## config.mk

```make
export PLATFORM = sky130hd
export DESIGN_NAME = fir_stream_ctrl
export DESIGN_NICKNAME = d
export VERILOG_FILES = /design/src/rtl/fir_stream_ctrl.sv
export SDC_FILE = /design/constraint.sdc
export NUM_CORES = 1
export LEC_CHECK = 0
export ABC_AREA = 0
export CAP_MARGIN = 20
export CORE_ASPECT_RATIO = 1.5
export CORE_UTILIZATION = 45
export DETAILED_ROUTE_END_ITERATION = 16
export PLACE_DENSITY = 0.81
export SLEW_MARGIN = 10
export SYNTH_ARGS = -nofsm -noshare
export SYNTH_HDL_FRONTEND = slang
export SYNTH_SLANG_ARGS = --single-unit
```

## constraint.sdc

```tcl
create_clock -name clk -period 4.08 [get_ports clk]
set_input_delay 1.02 -clock clk [delete_from_list [all_inputs] [get_ports clk]]
set_output_delay 1.02 -clock clk [all_outputs]
set_load 0.01 [all_outputs]
```

## src/rtl/fir_stream_ctrl.sv

```systemverilog
// Stream controller for an external FIR datapath: clears it, feeds a counted run of samples,
// flushes TAPS-1 zeros through it and returns exactly num_samples+TAPS-1 filtered results.
module fir_stream_ctrl #(
  parameter int DATA_W  = 32,
  parameter int TAPS    = 64,
  parameter int LATENCY = 1,
  parameter int CNT_W   = 20
) (
  input  logic              clk,
  input  logic              rst,
  input  logic              start,
  input  logic [CNT_W-1:0]  num_samples,
  output logic              busy,
  output logic              done,
  input  logic              s_valid,
  output logic              s_ready,
  input  logic [DATA_W-1:0] s_data,
  output logic              fir_ce,
  output logic              fir_clr,
  output logic [DATA_W-1:0] fir_din,
  input  logic [DATA_W-1:0] fir_dout,
  output logic              m_valid,
  input  logic              m_ready,
  output logic [DATA_W-1:0] m_data,
  output logic              m_last
);

  typedef enum logic [2:0] {
    IDLE     = 3'd0,
    CLEAR    = 3'd1,
    RUN      = 3'd2,
    FLUSH    = 3'd3,
    DRAIN    = 3'd4,
    WAIT_OUT = 3'd5,
    DONE     = 3'd6
  } state_t;

  localparam bit               SINGLE_TAP = (TAPS == 1);
  localparam logic [CNT_W-1:0] FLUSH_LAST = CNT_W'((TAPS > 1) ? (TAPS - 2) : 0);
  localparam logic [CNT_W-1:0] DRAIN_LAST = CNT_W'(LATENCY - 1);

  state_t              state_r, state_s;
  logic [CNT_W-1:0]    num_r, in_cnt_r, ph_cnt_r;
  logic [LATENCY-1:0]  tag_v_r, tag_l_r;
  logic                m_valid_r, m_last_r, busy_r, done_r;
  logic [DATA_W-1:0]   m_data_r;
  logic                adv_s, ce_s, clr_s, s_ready_s, tag_in_v_s, tag_in_l_s, in_last_s;
  logic [DATA_W-1:0]   din_s;

  // Next-state decode and datapath strobes; a sample is only pushed when the output slot can take a result
  always_comb begin
    adv_s      = !m_valid_r || m_ready;
    in_last_s  = (in_cnt_r == (num_r - CNT_W'(1)));
    state_s    = state_r;
    ce_s       = 1'b0;
    clr_s      = 1'b0;
    s_ready_s  = 1'b0;
    din_s      = '0;
    tag_in_v_s = 1'b0;
    tag_in_l_s = 1'b0;
    case (state_r)
      IDLE: begin
        if (start) begin
          state_s = (num_samples == '0) ? DONE : CLEAR;
        end else begin
          state_s = IDLE;
        end
      end
      CLEAR: begin
        clr_s   = 1'b1;
        state_s = RUN;
      end
      RUN: begin
        s_ready_s  = adv_s;
        tag_in_v_s = 1'b1;
        tag_in_l_s = SINGLE_TAP && in_last_s;
        if (s_valid && adv_s) begin
          ce_s  = 1'b1;
          din_s = s_data;
          if (in_last_s) begin
            state_s = SINGLE_TAP ? DRAIN : FLUSH;
          end else begin
            state_s = RUN;
          end
        end else begin
          state_s = RUN;
        end
      end
      FLUSH: begin
        ce_s       = adv_s;
        tag_in_v_s = 1'b1;
        tag_in_l_s = (ph_cnt_r == FLUSH_LAST);
        if (adv_s && (ph_cnt_r == FLUSH_LAST)) begin
          state_s = DRAIN;
        end else begin
          state_s = FLUSH;
        end
      end
      DRAIN: begin
        ce_s = adv_s;
        if (adv_s && (ph_cnt_r == DRAIN_LAST)) begin
          state_s = WAIT_OUT;
        end else begin
          state_s = DRAIN;
        end
      end
      WAIT_OUT: begin
        if (adv_s) begin
          state_s = DONE;
        end else begin
          state_s = WAIT_OUT;
        end
      end
      DONE:    state_s = IDLE;
      default: state_s = IDLE;
    endcase
  end

  // State, run length and progress counters
  always_ff @(posedge clk) begin
    if (rst) begin
      state_r  <= IDLE;
      num_r    <= '0;
      in_cnt_r <= '0;
      ph_cnt_r <= '0;
      busy_r   <= 1'b0;
      done_r   <= 1'b0;
    end else begin
      state_r <= state_s;
      busy_r  <= (state_s != IDLE);
      done_r  <= (state_s == DONE);
      if ((state_r == IDLE) && start) begin
        num_r <= num_samples;
      end
      if (clr_s) begin
        in_cnt_r <= '0;
      end else if (ce_s && (state_r == RUN)) begin
        in_cnt_r <= in_cnt_r + CNT_W'(1);
      end
      if (state_s != state_r) begin
        ph_cnt_r <= '0;
      end else if (ce_s && ((state_r == FLUSH) || (state_r == DRAIN))) begin
        ph_cnt_r <= ph_cnt_r + CNT_W'(1);
      end
    end
  end

  // Tags travel alongside the FIR pipeline so only real (non-drain) results reach the output
  always_ff @(posedge clk) begin
    if (rst || clr_s) begin
      tag_v_r <= '0;
      tag_l_r <= '0;
    end else if (ce_s) begin
      tag_v_r <= LATENCY'({tag_v_r, tag_in_v_s});
      tag_l_r <= LATENCY'({tag_l_r, tag_in_l_s});
    end
  end

  // Output holding register
  always_ff @(posedge clk) begin
    if (rst) begin
      m_valid_r <= 1'b0;
      m_last_r  <= 1'b0;
      m_data_r  <= '0;
    end else if (ce_s && tag_v_r[LATENCY-1]) begin
      m_valid_r <= 1'b1;
      m_last_r  <= tag_l_r[LATENCY-1];
      m_data_r  <= fir_dout;
    end else if (m_valid_r && m_ready) begin
      m_valid_r <= 1'b0;
      m_last_r  <= 1'b0;
    end
  end

  assign busy    = busy_r;
  assign done    = done_r;
  assign s_ready = s_ready_s;
  assign fir_ce  = ce_s;
  assign fir_clr = clr_s;
  assign fir_din = din_s;
  assign m_valid = m_valid_r;
  assign m_last  = m_last_r;
  assign m_data  = m_data_r;

endmodule
```

==> flow_summary_export.csv, run 1 <==
group,metric,value,unit
clock_tree,cts_tree,"built",
sta,hold_viol,0,
worst_setup_path,worstPathRequired,3.06,ns
synth,yosysUniqueCellTypes,56,
drt,drc_errors,0,
place,place_area,6820,µm²
drt,vias,5081,
synth,syn-num-nets,771,
place,dp_cells,948,
floorplanning,dieHeight,133,µm
synth,synth_ff_type,"dfxtp_1",
hold_path,hold_class,"register to register",
hold_path,min_path_cells,2,
job,drv_cap,0,
grt,grt_usage,24.5,%
clock_tree,ctsResizeCount,0,
clock_tree,cts_root_buffer,"clkbuf_16",
synth,synth_top_cell_by_area,"dfxtp_1",
worst_setup_path,cp_common_cell,"clkdlybuf4s50_1",
drt,wire_per_inst,14.5,µm
worst_setup_path,reg2regPathDepth,9,
grt,antenna_found_initial,0,
finish,finalNonFillerCells,965,
sta,setup_viol,0,
finish,nets,907,
sta,fin_setup_tns,0,ns
grt,grt_overflow_total,0,
synth,syn_area_per_cell,7.63,µm²
sta,finalCritPeriodShare,95.1,%
sta,slew_violations,0,
finish,mostFrequentLayoutCell,"clkdlybuf4s50_1",
synth,synthTopCellsByArea,"dfxtp_1 39%, nand2_1 11%, a21oi_1 8.1%",
floorplanning,start_util,46.4,%
finish,final_cell_mix,"158 x clkdlybuf4s50_1, 148 x nand2_1, 101 x dfxtp_1",
floorplanning,die_w,89.5,µm
power_and_ir_drop,ir_worst_vdd,0.240,mV
outcome,status,"finished clean",
worst_setup_path,crit_chain,"clkdlybuf4s50_1 -> nand2b_1 -> and4_1 -> buf_12 -> and2_1 -> clkdlybuf4s50_1",
floorplanning,io_pins,160,
synth,netlist_instances,677,
sta,hold_slack,0.457,ns
worst_setup_path,critPathKind,"input port to output port",
synth,yosysWarnings,0,
sta,relSlewSlack,49.9,%
sta,rsz0062_at_grt,"false",
synth,ys_seq_area_share,39.2,%
drt,wl,14000,µm
synth,async_reset_ff_share,0,%
worst_setup_path,arrival,2.86,ns
floorplanning,core_area,11100,µm²
worst_setup_path,crit_fanout,41,
power_and_ir_drop,cellPowerDensity,310,nW/µm²
clock_tree,clock-sinks,101,
clock_tree,clk_pin_slew,0.07,ns
sta,skew,0.00970,ns
clock_tree,htree_levels,3,
worst_setup_path,slowest_delay,0.53,ns
floorplanning,die_area,11900,µm²
synth,ys_ff_latch,101,
synth,synth_area,5160,µm²
finish,postLayoutCellArea,7140,µm²
grt,grt_max_degree,60,
power_and_ir_drop,power,2.22,mW
sta,fin_crit,3.88,ns
drt,vias_per_cell,5.27,
place,numPortBuffers,159,
floorplanning,num_rows,47,
sta,worst_pin_slew,0.752,ns
drt,drtIter0Drc,306,
clock_tree,clockBufferDepth,2,
grt,first_global_vias,4932,
worst_setup_path,end_kind,"output port",
sta,fmax,258,MHz
finish,drive_gt1_share,4.28,%
synth,synth-edff-count,0,
drt,firstDrtPassIters,5,
worst_setup_path,crit_path_start_kind,"input port",
place,gp_congestion,0.927,
power_and_ir_drop,p_leak,2.53,nW
clock_tree,numCtsBuffers,9,
clock_tree,worstSkewPairLatency,0.35,ns
clock_tree,cts_setup_buffers,0,
clock_tree,cts_hold_buf,0,
finish,diodes,0,
worst_setup_path,crit_slowest_cell,"clkdlybuf4s50_1",
place,dp_hpwl,10500,µm
synth,synth_top_cell_area_share,39.2,%
finish,areaGrowthSynthToFinish,38.4,%
drt,ant_nets,0,
grt,grt_pass1_wl,22900,µm
## state kept, by name, summed over array words and instances (netlist names)
name and flops:
m_data 32, in_cnt_r 20, num_r 20, ph_cnt_r 20
state_r 3, busy 1, done 1, m_last 1
m_valid 1, tag_l_r 1, tag_v_r 1
## logic make-up (layout without fill, tap and decap cells)
kind of cell             Yosys count  after routing  share of synthesized area (%)
buffers and inverters             54            195                           4.34
AO/OA/AOI/OAI                    117            117                           13.0
flip-flops                       101            101                           39.2
adder cells (fa/ha/maj)            5              5                           1.21
multiplexers                       3              3                          0.606
XOR/XNOR                          58             58                           9.84
AND/OR/NAND/NOR                  339            339                           31.8
## worst max-delay path: cells and delay by family
family | cells | cell delay, ns
simple gates | 3 | 0.57
buf+inv | 3 | 1.24
## metal layers
layer / up-vias / GRT usage (%) / routed length (µm)
li1: 2553 / - / -
met1: 2393 / 28.6 / 5630
met2: 109 / 42.8 / 7530
met3: 26 / 4.83 / 491
met4: 0 / 10.1 / 386
met5: - / 0 / 0
## cell usage after synthesis (3+ instances only)
master	count
nor4_1	14
nand2b_1	7
nand3_1	22
nor3_1	14
or3_1	4
nand4_1	10
and4_1	3
dfxtp_1	101
inv_1	11
o21ai_0	7
nand3b_1	3
or2_2	3
xor2_1	24
clkbuf_1	38
or4_1	3
xnor2_1	34
ha_1	5
and3_1	9
nor2_1	51
o2111ai_1	3
nor2b_1	3
nand2_1	148
a21oi_1	84
and2_1	35
## where the power goes
group	switching, mW	internal (mW)
clock network	0.411	0.428
logic	0.166	0.183
registers	0.0272	1.00
## worst paths after layout
check                               from                         to  slack (ns)
hold / removal    m_data[4]$_SDFFE_PP0P_     m_data[4]$_SDFFE_PP0P_        0.46
setup reg to reg   num_r[0]$_SDFFE_PP0P_  ph_cnt_r[18]$_SDFFE_PP0P_        0.93
setup / recovery                 m_ready                 fir_din[6]        0.20
hold reg to reg   m_data[4]$_SDFFE_PP0P_     m_data[4]$_SDFFE_PP0P_        0.46
## final cells by class
cell class              count  area [µm²]
clock buffers               9         225
flip-flops and latches    101        2020
fillers                   917        3970
inverters                  11        41.3
clock inverters             7        68.8
repair buffers            168        1690
multi-input cells         522        2920
well taps                 147         184
## per-stage QoR
| step | util, % | worst slack (ns) |
|---|---|---|
| after detailed placement | 61.4 | 0.180 |
| after CTS | 64.0 | 0.175 |
| after floorplan | - | 0.634 |
| final | 64.3 | 0.202 |
| after global placement | 61.3 | 0.226 |
| after global routing | 64.3 | 0.0974 |
Note: power is estimated with default switching activity, not from simulation.
==> run 2: changes to the inputs <==
--- a/config.mk
+++ b/config.mk
@@ -9,6 +9,7 @@
 export CAP_MARGIN = 20
 export CORE_ASPECT_RATIO = 1.5
 export CORE_UTILIZATION = 45
+export CTS_CLUSTER_DIAMETER = 30
 export DETAILED_ROUTE_END_ITERATION = 16
 export PLACE_DENSITY = 0.81
 export SLEW_MARGIN = 10
==> results of run 2 <==
The final DEF is identical to that of run 1; final timing and power are the same.
